### src/rtl/display_scan_mux.sv
// display_scan_mux: time-multiplexed N-digit 7-segment driver with hex decode,
// frame-synchronous shadow registers and optional per-slot anode dead-time.
module display_scan_mux #(
    parameter int DIGITS     = 4,
    parameter int PERIOD     = 100000,
    parameter int BLANK      = 0,
    parameter int ACTIVE_LOW = 1,
    localparam int SEL_W     = DIGITS > 1 ? $clog2(DIGITS) : 1
) (
    input  logic                  clk,
    input  logic                  rst,
    input  logic                  en,
    input  logic [4*DIGITS-1:0]   data,
    input  logic [DIGITS-1:0]     point,
    input  logic [DIGITS-1:0]     blank,
    output logic [SEL_W-1:0]      digit_sel,
    output logic [DIGITS-1:0]     anode,
    output logic [7:0]            seg,
    output logic                  frame_done
);
    localparam int PW = $clog2(PERIOD);
    localparam logic [7:0] SEG_OFF = {8{ACTIVE_LOW != 0}};
    localparam logic [DIGITS-1:0] AN_OFF = {DIGITS{ACTIVE_LOW != 0}};
    // active-low {dp,g..a} glyphs for 0..F, entry 0 in the low byte
    localparam logic [127:0] HEX = {
        8'h8E, 8'h86, 8'hA1, 8'hC6, 8'h83, 8'h88, 8'h90, 8'h80,
        8'hF8, 8'h82, 8'h92, 8'h99, 8'hB0, 8'hA4, 8'hF9, 8'hC0
    };

    logic [PW-1:0]       pre_q, pre_d;
    logic [SEL_W-1:0]    sel_q, sel_d;
    logic [4*DIGITS-1:0] sh_data_q, sh_data_d;
    logic [DIGITS-1:0]   sh_point_q, sh_point_d;
    logic [DIGITS-1:0]   sh_blank_q, sh_blank_d;
    logic [DIGITS-1:0]   anode_q, anode_d;
    logic [7:0]          seg_q, seg_d;
    logic                fd_q, fd_d;
    logic                tick, wrap, dark;
    logic [3:0]          nib;
    logic [7:0]          glyph;

    always_comb begin
        tick       = en && pre_q == PW'(PERIOD - 1);
        wrap       = tick && sel_q == SEL_W'(DIGITS - 1);
        pre_d      = tick ? '0 : en ? pre_q + 1'b1 : pre_q;
        sel_d      = wrap ? '0 : tick ? sel_q + 1'b1 : sel_q;
        sh_data_d  = wrap ? data : sh_data_q;
        sh_point_d = wrap ? point : sh_point_q;
        sh_blank_d = wrap ? blank : sh_blank_q;
        fd_d       = wrap;
        nib        = sh_data_q[{sel_q, 2'b00} +: 4];
        glyph      = {~sh_point_q[sel_q], HEX[{nib, 3'b000} +: 7]};
        // signed compare keeps BLANK=0 from being a constant unsigned test
        dark       = !en || sh_blank_q[sel_q] || int'(pre_q) < BLANK;
        anode_d    = dark ? AN_OFF : AN_OFF ^ (DIGITS'(1) << sel_q);
        seg_d      = dark ? SEG_OFF : glyph ^ ~SEG_OFF;
    end

    always_ff @(posedge clk or posedge rst) begin
        if (rst) begin
            pre_q      <= '0;
            sel_q      <= '0;
            sh_data_q  <= '0;
            sh_point_q <= '0;
            sh_blank_q <= '0;
            anode_q    <= AN_OFF;
            seg_q      <= SEG_OFF;
            fd_q       <= 1'b0;
        end else begin
            pre_q      <= pre_d;
            sel_q      <= sel_d;
            sh_data_q  <= sh_data_d;
            sh_point_q <= sh_point_d;
            sh_blank_q <= sh_blank_d;
            anode_q    <= anode_d;
            seg_q      <= seg_d;
            fd_q       <= fd_d;
        end
    end

    assign digit_sel  = sel_q;
    assign anode      = anode_q;
    assign seg        = seg_q;
    assign frame_done = fd_q;
endmodule

### config.mk
export PLATFORM = sky130hd
export DESIGN_NAME = display_scan_mux
export DESIGN_NICKNAME = d
export VERILOG_FILES = /design/src/rtl/display_scan_mux.sv
export SDC_FILE = /design/constraint.sdc
export NUM_CORES = 1
export LEC_CHECK = 0
export BUFFER_PORTS_ARGS = -buffer_cell sky130_fd_sc_hd__buf_2
export CAP_MARGIN = 20
export CORE_MARGIN = 5
export CORE_UTILIZATION = 42
export CTS_CLUSTER_DIAMETER = 200
export DETAILED_ROUTE_END_ITERATION = 6
export HOLD_SLACK_MARGIN = 0.12
export RECOVER_POWER = 100
export SYNTH_ARGS = -nofsm -noshare
export SYNTH_HDL_FRONTEND = slang
export SYNTH_SLANG_ARGS = --single-unit
### constraint.sdc
create_clock -name clk -period 2 [get_ports clk]
set_input_delay 0.2 -clock clk [delete_from_list [all_inputs] [get_ports clk]]
set_output_delay 0.2 -clock clk [all_outputs]
set_load 0.005 [all_outputs]
==> impl_metrics.toml, run 1 <==
[outcome]
status = "finished clean"

[route]
wl_um = 5230
vias = 1816
wl_met3_um = 203
route.detailed.drc = 0
drt-met1-wl_um = 2520
maxUsedRoutingLayer = "met4"
drtIter0Drc = 59
via_per_inst = 4.96
antenna_left = 0
route.met2.wl_um = 2430
drtPass1Iterations = 4
routedWlPerCell_um = 14.3

[synthesis]
synth_flop_cell = "dfrtp_1"
synth_edf_count = 0
synth.avg_cell_area_um2 = 13.4
ys_seq_elements = 56
ys_types = 40
yosys_warnings = 0
ys_seq_area_share_pct = 50.5
syn_area_mm2 = 0.00281
synthArstFlopShare_pct = 100
syn-num-nets = 248
netlist_instances = 210

[critical_path]
worst-setup-path-type = "flop to flop"
crit_fanout = 10
slowest_delay_ns = 0.58
critPathCaptureType = "flop"
crit_chain = "or4b_1 -> nor4_4 -> clkbuf_2 -> o21ai_0"
critPathSlowestCell = "or4b_1"
path_delay_family = "simple AND/OR/NAND/NOR gates"
worst-path-buf-inv = 1
start_kind = "flop"
ff2ff_setup_slack_ns = 0.11
crit_required_ns = 2.19
cp_data_arrival_time_ns = 2.08

[clock_network]
clock-sinks = 56
cts_made_buffers = 5
cts-root-buf = "clkbuf_8"
htree_levels = 2
clockBufferDepth = 2
tritoncts = "yes"
clock_latency_ns = 0.31
clk_pin_slew_worst_paths_ns = 0.10

[power_and_ir_drop]
power.density_mw_per_mm2 = 618
p_total_mw = 2.09
p_sw_share_pct = 25.5
p_leak_nw = 1.59
pwr-share-comb_pct = 9.7
peakVddDrop_v = 0.000276
pwr-share-seq_pct = 60.6
p_int_mw = 1.56
p_sw_uw = 533
p_clk_share_pct = 29.7

[grt]
grt.total_usage_pct = 12.9
grt_pass1_vias = 1782
overflow = 0
grt_max_degree = 57
antenna_found_initial = 0
grt_pass1_wl_um = 8720

[floorplan]
ios = 42
die_area_mm2 = 0.00842
rows = 29
start_util_pct = 43.7
die_h_um = 91.7
die_w_um = 91.7
coreArea_mm2 = 0.00642

[timing]
fmax_ghz = 0.529
fin_crit_ns = 1.89
worst_clock_skew_ns = 0.00866
slew_headroom_pct = 20.0
hold_viol_final = 0
setup_viol = 0
drv_slew = 0
fin_crit_sh_pct = 94.6
tightest_slew_ns = 1.20
rsz0062_at_grt = "no"
setup_tns_ns = 0

[place]
gp_congestion = 0.829
dp_hpwl_um = 3630
io_buffer_count = 41

[cells_and_area]
syn_to_final_growth_pct = 20.5
drive_gt1_share_pct = 30.8
fillers = 566
nets = 326
antenna_cells = 0

[run]
cap_viol_max_count = 0

[min_path]
hold_path.class = "primary input to flop"
[per-layer routing]
layer,vias up,track usage (%)
met5,-,0
met4,0,4.46
met3,5,2.86
met2,37,20.3
met1,880,17.6
li1,894,-
[through the flow]
step                setup slack, ns  cells  hold WS, ns  utilization (%)  cell area, um2
detailed placement           0.0357    332        0.281             49.1            3150
floorplan                     0.145    210        0.348                -            2810
global route                 0.0299    366        0.107             52.7            3380
finish                        0.108    366        0.112             52.7            3380
CTS                          0.0131    362        0.122             53.9            3460
global placement             0.0728    332        0.266             49.1            3150
[state kept, by name, summed over array words and instances, names as in the netlist]
| signal | cells |
|---|---|
| pre_q | 17 |
| sh_point_q | 4 |
| anode | 4 |
| sh_data_q | 16 |
| frame_done | 1 |
| seg | 8 |
| sh_blank_q | 4 |
| digit_sel | 2 |
[path summary, 6_finish.rpt]
path / startpoint / endpoint / depth (start not counted)
setup / recovery: pre_q[6] / pre_q[0] / 4
hold / removal: data[7] / sh_data_q[7] / 2
setup reg to reg: pre_q[6] / pre_q[0] / 4
hold reg to reg: sh_data_q[8] / sh_data_q[8] / 1
max in group asynchronous: rst / digit_sel[0] / 4
min in group asynchronous: rst / digit_sel[1] / 4
[layout by cell type (no fill, tap or decap), types with 11 or more instances in the layout]
| master | n |
|---|---|
| nor2_1 | 13 |
| dfrtp_1 | 43 |
| xnor2_1 | 12 |
| dfstp_2 | 12 |
| inv_1 | 11 |
| nand2_1 | 15 |
| ha_1 | 11 |
| buf_2 | 40 |
| mux2_1 | 19 |
| dlygate4sd3_1 | 24 |
[logic make-up (layout without fill, tap and decap cells)]
family,after synthesis,count (layout),share of synthesized area [%]
and+or+nand+nor,59,59,13.0
DFF,56,56,50.5
muxes,36,36,19.5
buffers and inverters,20,99,4.19
xor gates and xnor gates,15,15,4.68
AOI/OAI and AO/OA,13,13,3.25
adders and majority gates,11,11,4.90
[power by group through the flow]
stage / registers (mW) / clock network, mW / logic [mW]
2_1_floorplan: 1.27 / 0 / 0.117
3_3_place_gp: 1.29 / 0 / 0.174
3_5_place_dp: 1.29 / 0 / 0.181
4_1_cts: 1.27 / 0.649 / 0.212
5_1_grt: 1.28 / 0.692 / 0.228
6_report: 1.27 / 0.619 / 0.204
[synth_stat cells, types with 2 or more instances]
cell	number	area [um2]
dfstp_2	12	315
buf_6	5	56.3
nand2_1	15	56.3
o211ai_1	2	15.0
ha_1	11	138
o221ai_1	4	35.0
nand4_1	8	50.1
inv_1	11	41.3
nand2b_1	2	12.5
clkbuf_1	2	7.51
mux2i_1	3	30.0
mux2_2	6	67.6
mux4_2	6	135
xnor2_1	12	105
nor4b_1	2	17.5
nor4_1	2	12.5
nor2_1	13	48.8
a21oi_1	3	15.0
mux2_4	21	315
nand4_4	2	42.5
and3_1	2	12.5
nor3_1	3	15.0
xor2_1	3	26.3
dfrtp_1	44	1100
[timing repair]
item | 4_1_cts | 5_1_grt
hold buffers | 22 | 2
endpoints found under the hold margin | 65 | 2
setup endpoints to repair | 0 | 5
setup buffers | 0 | 2
resized for setup | 0 | 1
[final cells by class]
class / instances / area, um2 / area share [%]
clock buffer: 6 / 72.6 / 2.15
clock inverter: 2 / 16.3 / 0.481
inverter: 11 / 41.3 / 1.22
multi-input combinational: 134 / 1200 / 35.4
sequential: 56 / 1420 / 41.9
tap: 77 / 96.3 / 2.85
timing repair buffer: 80 / 541 / 16.0
No activity file was read; power rests on OpenSTA's default activity.
==> run 2, diff against run 1 <==
--- a/config.mk
+++ b/config.mk
@@ -8,10 +8,11 @@
 export BUFFER_PORTS_ARGS = -buffer_cell sky130_fd_sc_hd__buf_2
 export CAP_MARGIN = 20
 export CORE_MARGIN = 5
-export CORE_UTILIZATION = 42
+export CORE_UTILIZATION = 56
 export CTS_CLUSTER_DIAMETER = 200
 export DETAILED_ROUTE_END_ITERATION = 6
 export HOLD_SLACK_MARGIN = 0.12
+export PLACE_DENSITY = 0.82
 export RECOVER_POWER = 100
 export SYNTH_ARGS = -nofsm -noshare
 export SYNTH_HDL_FRONTEND = slang
==> impl_metrics.toml, run 2 (synthesized netlist as in run 1, its figures left out) <==
[outcome]
status = "finished clean"

[critical_path]
critPathSlowestCell = "or4b_1"
slowest_delay_ns = 0.58
crit_fanout = 7
worst-setup-path-type = "flop to flop"
cp_data_arrival_time_ns = 2.12
start_kind = "flop"
critPathCaptureType = "flop"
crit_required_ns = 2.20
path_delay_family = "simple AND/OR/NAND/NOR gates"
crit_chain = "or4b_1 -> nor4_4 -> mux2_2"
worst-path-buf-inv = 0

[route]
drtIter0Drc = 98
wl_um = 5410
antenna_left = 0
routedWlPerCell_um = 15.6
drtPass1Iterations = 4
via_per_inst = 5.32
route.detailed.drc = 0
vias = 1851

[clock_network]
cts-root-buf = "clkbuf_8"
clockBufferDepth = 2
tritoncts = "yes"
clock_latency_ns = 0.31
htree_levels = 2
clock-sinks = 56
cts_made_buffers = 5
clk_pin_slew_worst_paths_ns = 0.10

[cells_and_area]
drive_gt1_share_pct = 29.2
regMostFlops = "pre_q"
antenna_cells = 0
fillers = 353
instances_no_fill = 348
syn_to_final_growth_pct = 18.1
nets = 318
layout_commonest_cell = "dfrtp_1"
fin_area_mm2 = 0.00332
mostFrequentLayoutCells = "dfrtp_1, buf_2, dlygate4sd3_1"
largest_reg_flops = 17
final_util_pct = 69.3
multiInputGateArea_mm2 = 0.00120
seq_area_mm2 = 0.00142

[timing]
setup_viol = 0
setup_tns_ns = 0
slew_headroom_pct = 12.9
hold_slack_ns = 0.125
fin_crit_sh_pct = 96.2
worst_clock_skew_ns = 0.00985
hold_viol_final = 0
fin_ws_ns = 0.0763
fmax_ghz = 0.520
fin_crit_ns = 1.92
rsz0062_at_grt = "no"
tightest_slew_ns = 1.31
drv_slew = 0

[grt]
grt_pass1_wl_um = 9100
grt_max_degree = 57
overflow = 0
grt_pass1_vias = 1876
antenna_found_initial = 0
grt.total_usage_pct = 18.4

[floorplan]
die_h_um = 80.8
rows = 25
coreArea_mm2 = 0.00479
die_area_mm2 = 0.00653
die_w_um = 80.8
start_util_pct = 58.6
ios = 42

[place]
dpl.cell_count = 317
io_buffer_count = 41
post-place-ws_ns = 0.109
gp_congestion = 0.857
dp_hpwl_um = 3700
post_dp_cell_area_mm2 = 0.00310

[power_and_ir_drop]
power.density_mw_per_mm2 = 629
p_total_mw = 2.09
peakVddDrop_v = 0.000472
p_leak_nw = 1.56

[run]
cap_viol_max_count = 0

[min_path]
hold_path.class = "primary input to flop"
run 2: cell count changes in the layout (fill, tap and decap cells not counted), sizes merged:
cell         before  now
buf              49   44
clkbuf           13   10
clkinv            1    2
clkinvlp          1    0
dlygate4sd3      24   23
inv              11   12
run 2: what timing repair did:
item,CTS,global route
resized for setup,0,1
hold buffers,21,2
endpoints found under the setup margin,0,1
endpoints found under the hold margin,64,2
buffers inserted,0,0
run 2: path summary, 6_finish.rpt:
| check | slack (ns) | start | depth (start not counted) | endpoint |
|---|---|---|---|---|
| worst max-delay path | 0.08 | pre_q[8] | 3 | digit_sel[0] |
| worst min-delay path | 0.12 | point[1] | 2 | sh_point_q[1] |
| worst max register to register | 0.08 | pre_q[8] | 3 | digit_sel[0] |
| worst min register to register | 0.51 | sh_data_q[3] | 1 | sh_data_q[3] |
| max in group asynchronous | 0.35 | rst | 4 | sh_point_q[2] |
| min in group asynchronous | 0.87 | rst | 4 | sh_data_q[0] |
run 2: report_power, final:
group | internal [mW] | total (mW) | switching (mW)
logic | 0.109 | 0.203 | 0.0942
registers | 1.20 | 1.26 | 0.0686
clock network | 0.252 | 0.619 | 0.367
run 2: area by class of cell:
cell class / count / share of cell area (%)
Clock buffer: 5 / 2.08
Clock inverter: 3 / 0.679
Inverter: 11 / 1.25
Multi-Input combinational cell: 134 / 36.1
Sequential cell: 56 / 42.7
Tap cell: 67 / 2.53
Timing Repair Buffer: 72 / 14.7
run 2: worst reg2reg max path: stages, from the launching register on:
cell	delay, ns
dfrtp_1	0.48
or4b_1	0.58
nor4_4	0.38
mux2_2	0.38
run 2: metal layers:
layer | global-route usage, % | up-vias | share of wire [%]
met5 | 0 | - | 0
met4 | 5.07 | 0 | 1.2
met3 | 3.88 | 8 | 4.5
met2 | 30.2 | 49 | 48
met1 | 24.9 | 915 | 46
li1 | - | 879 | -
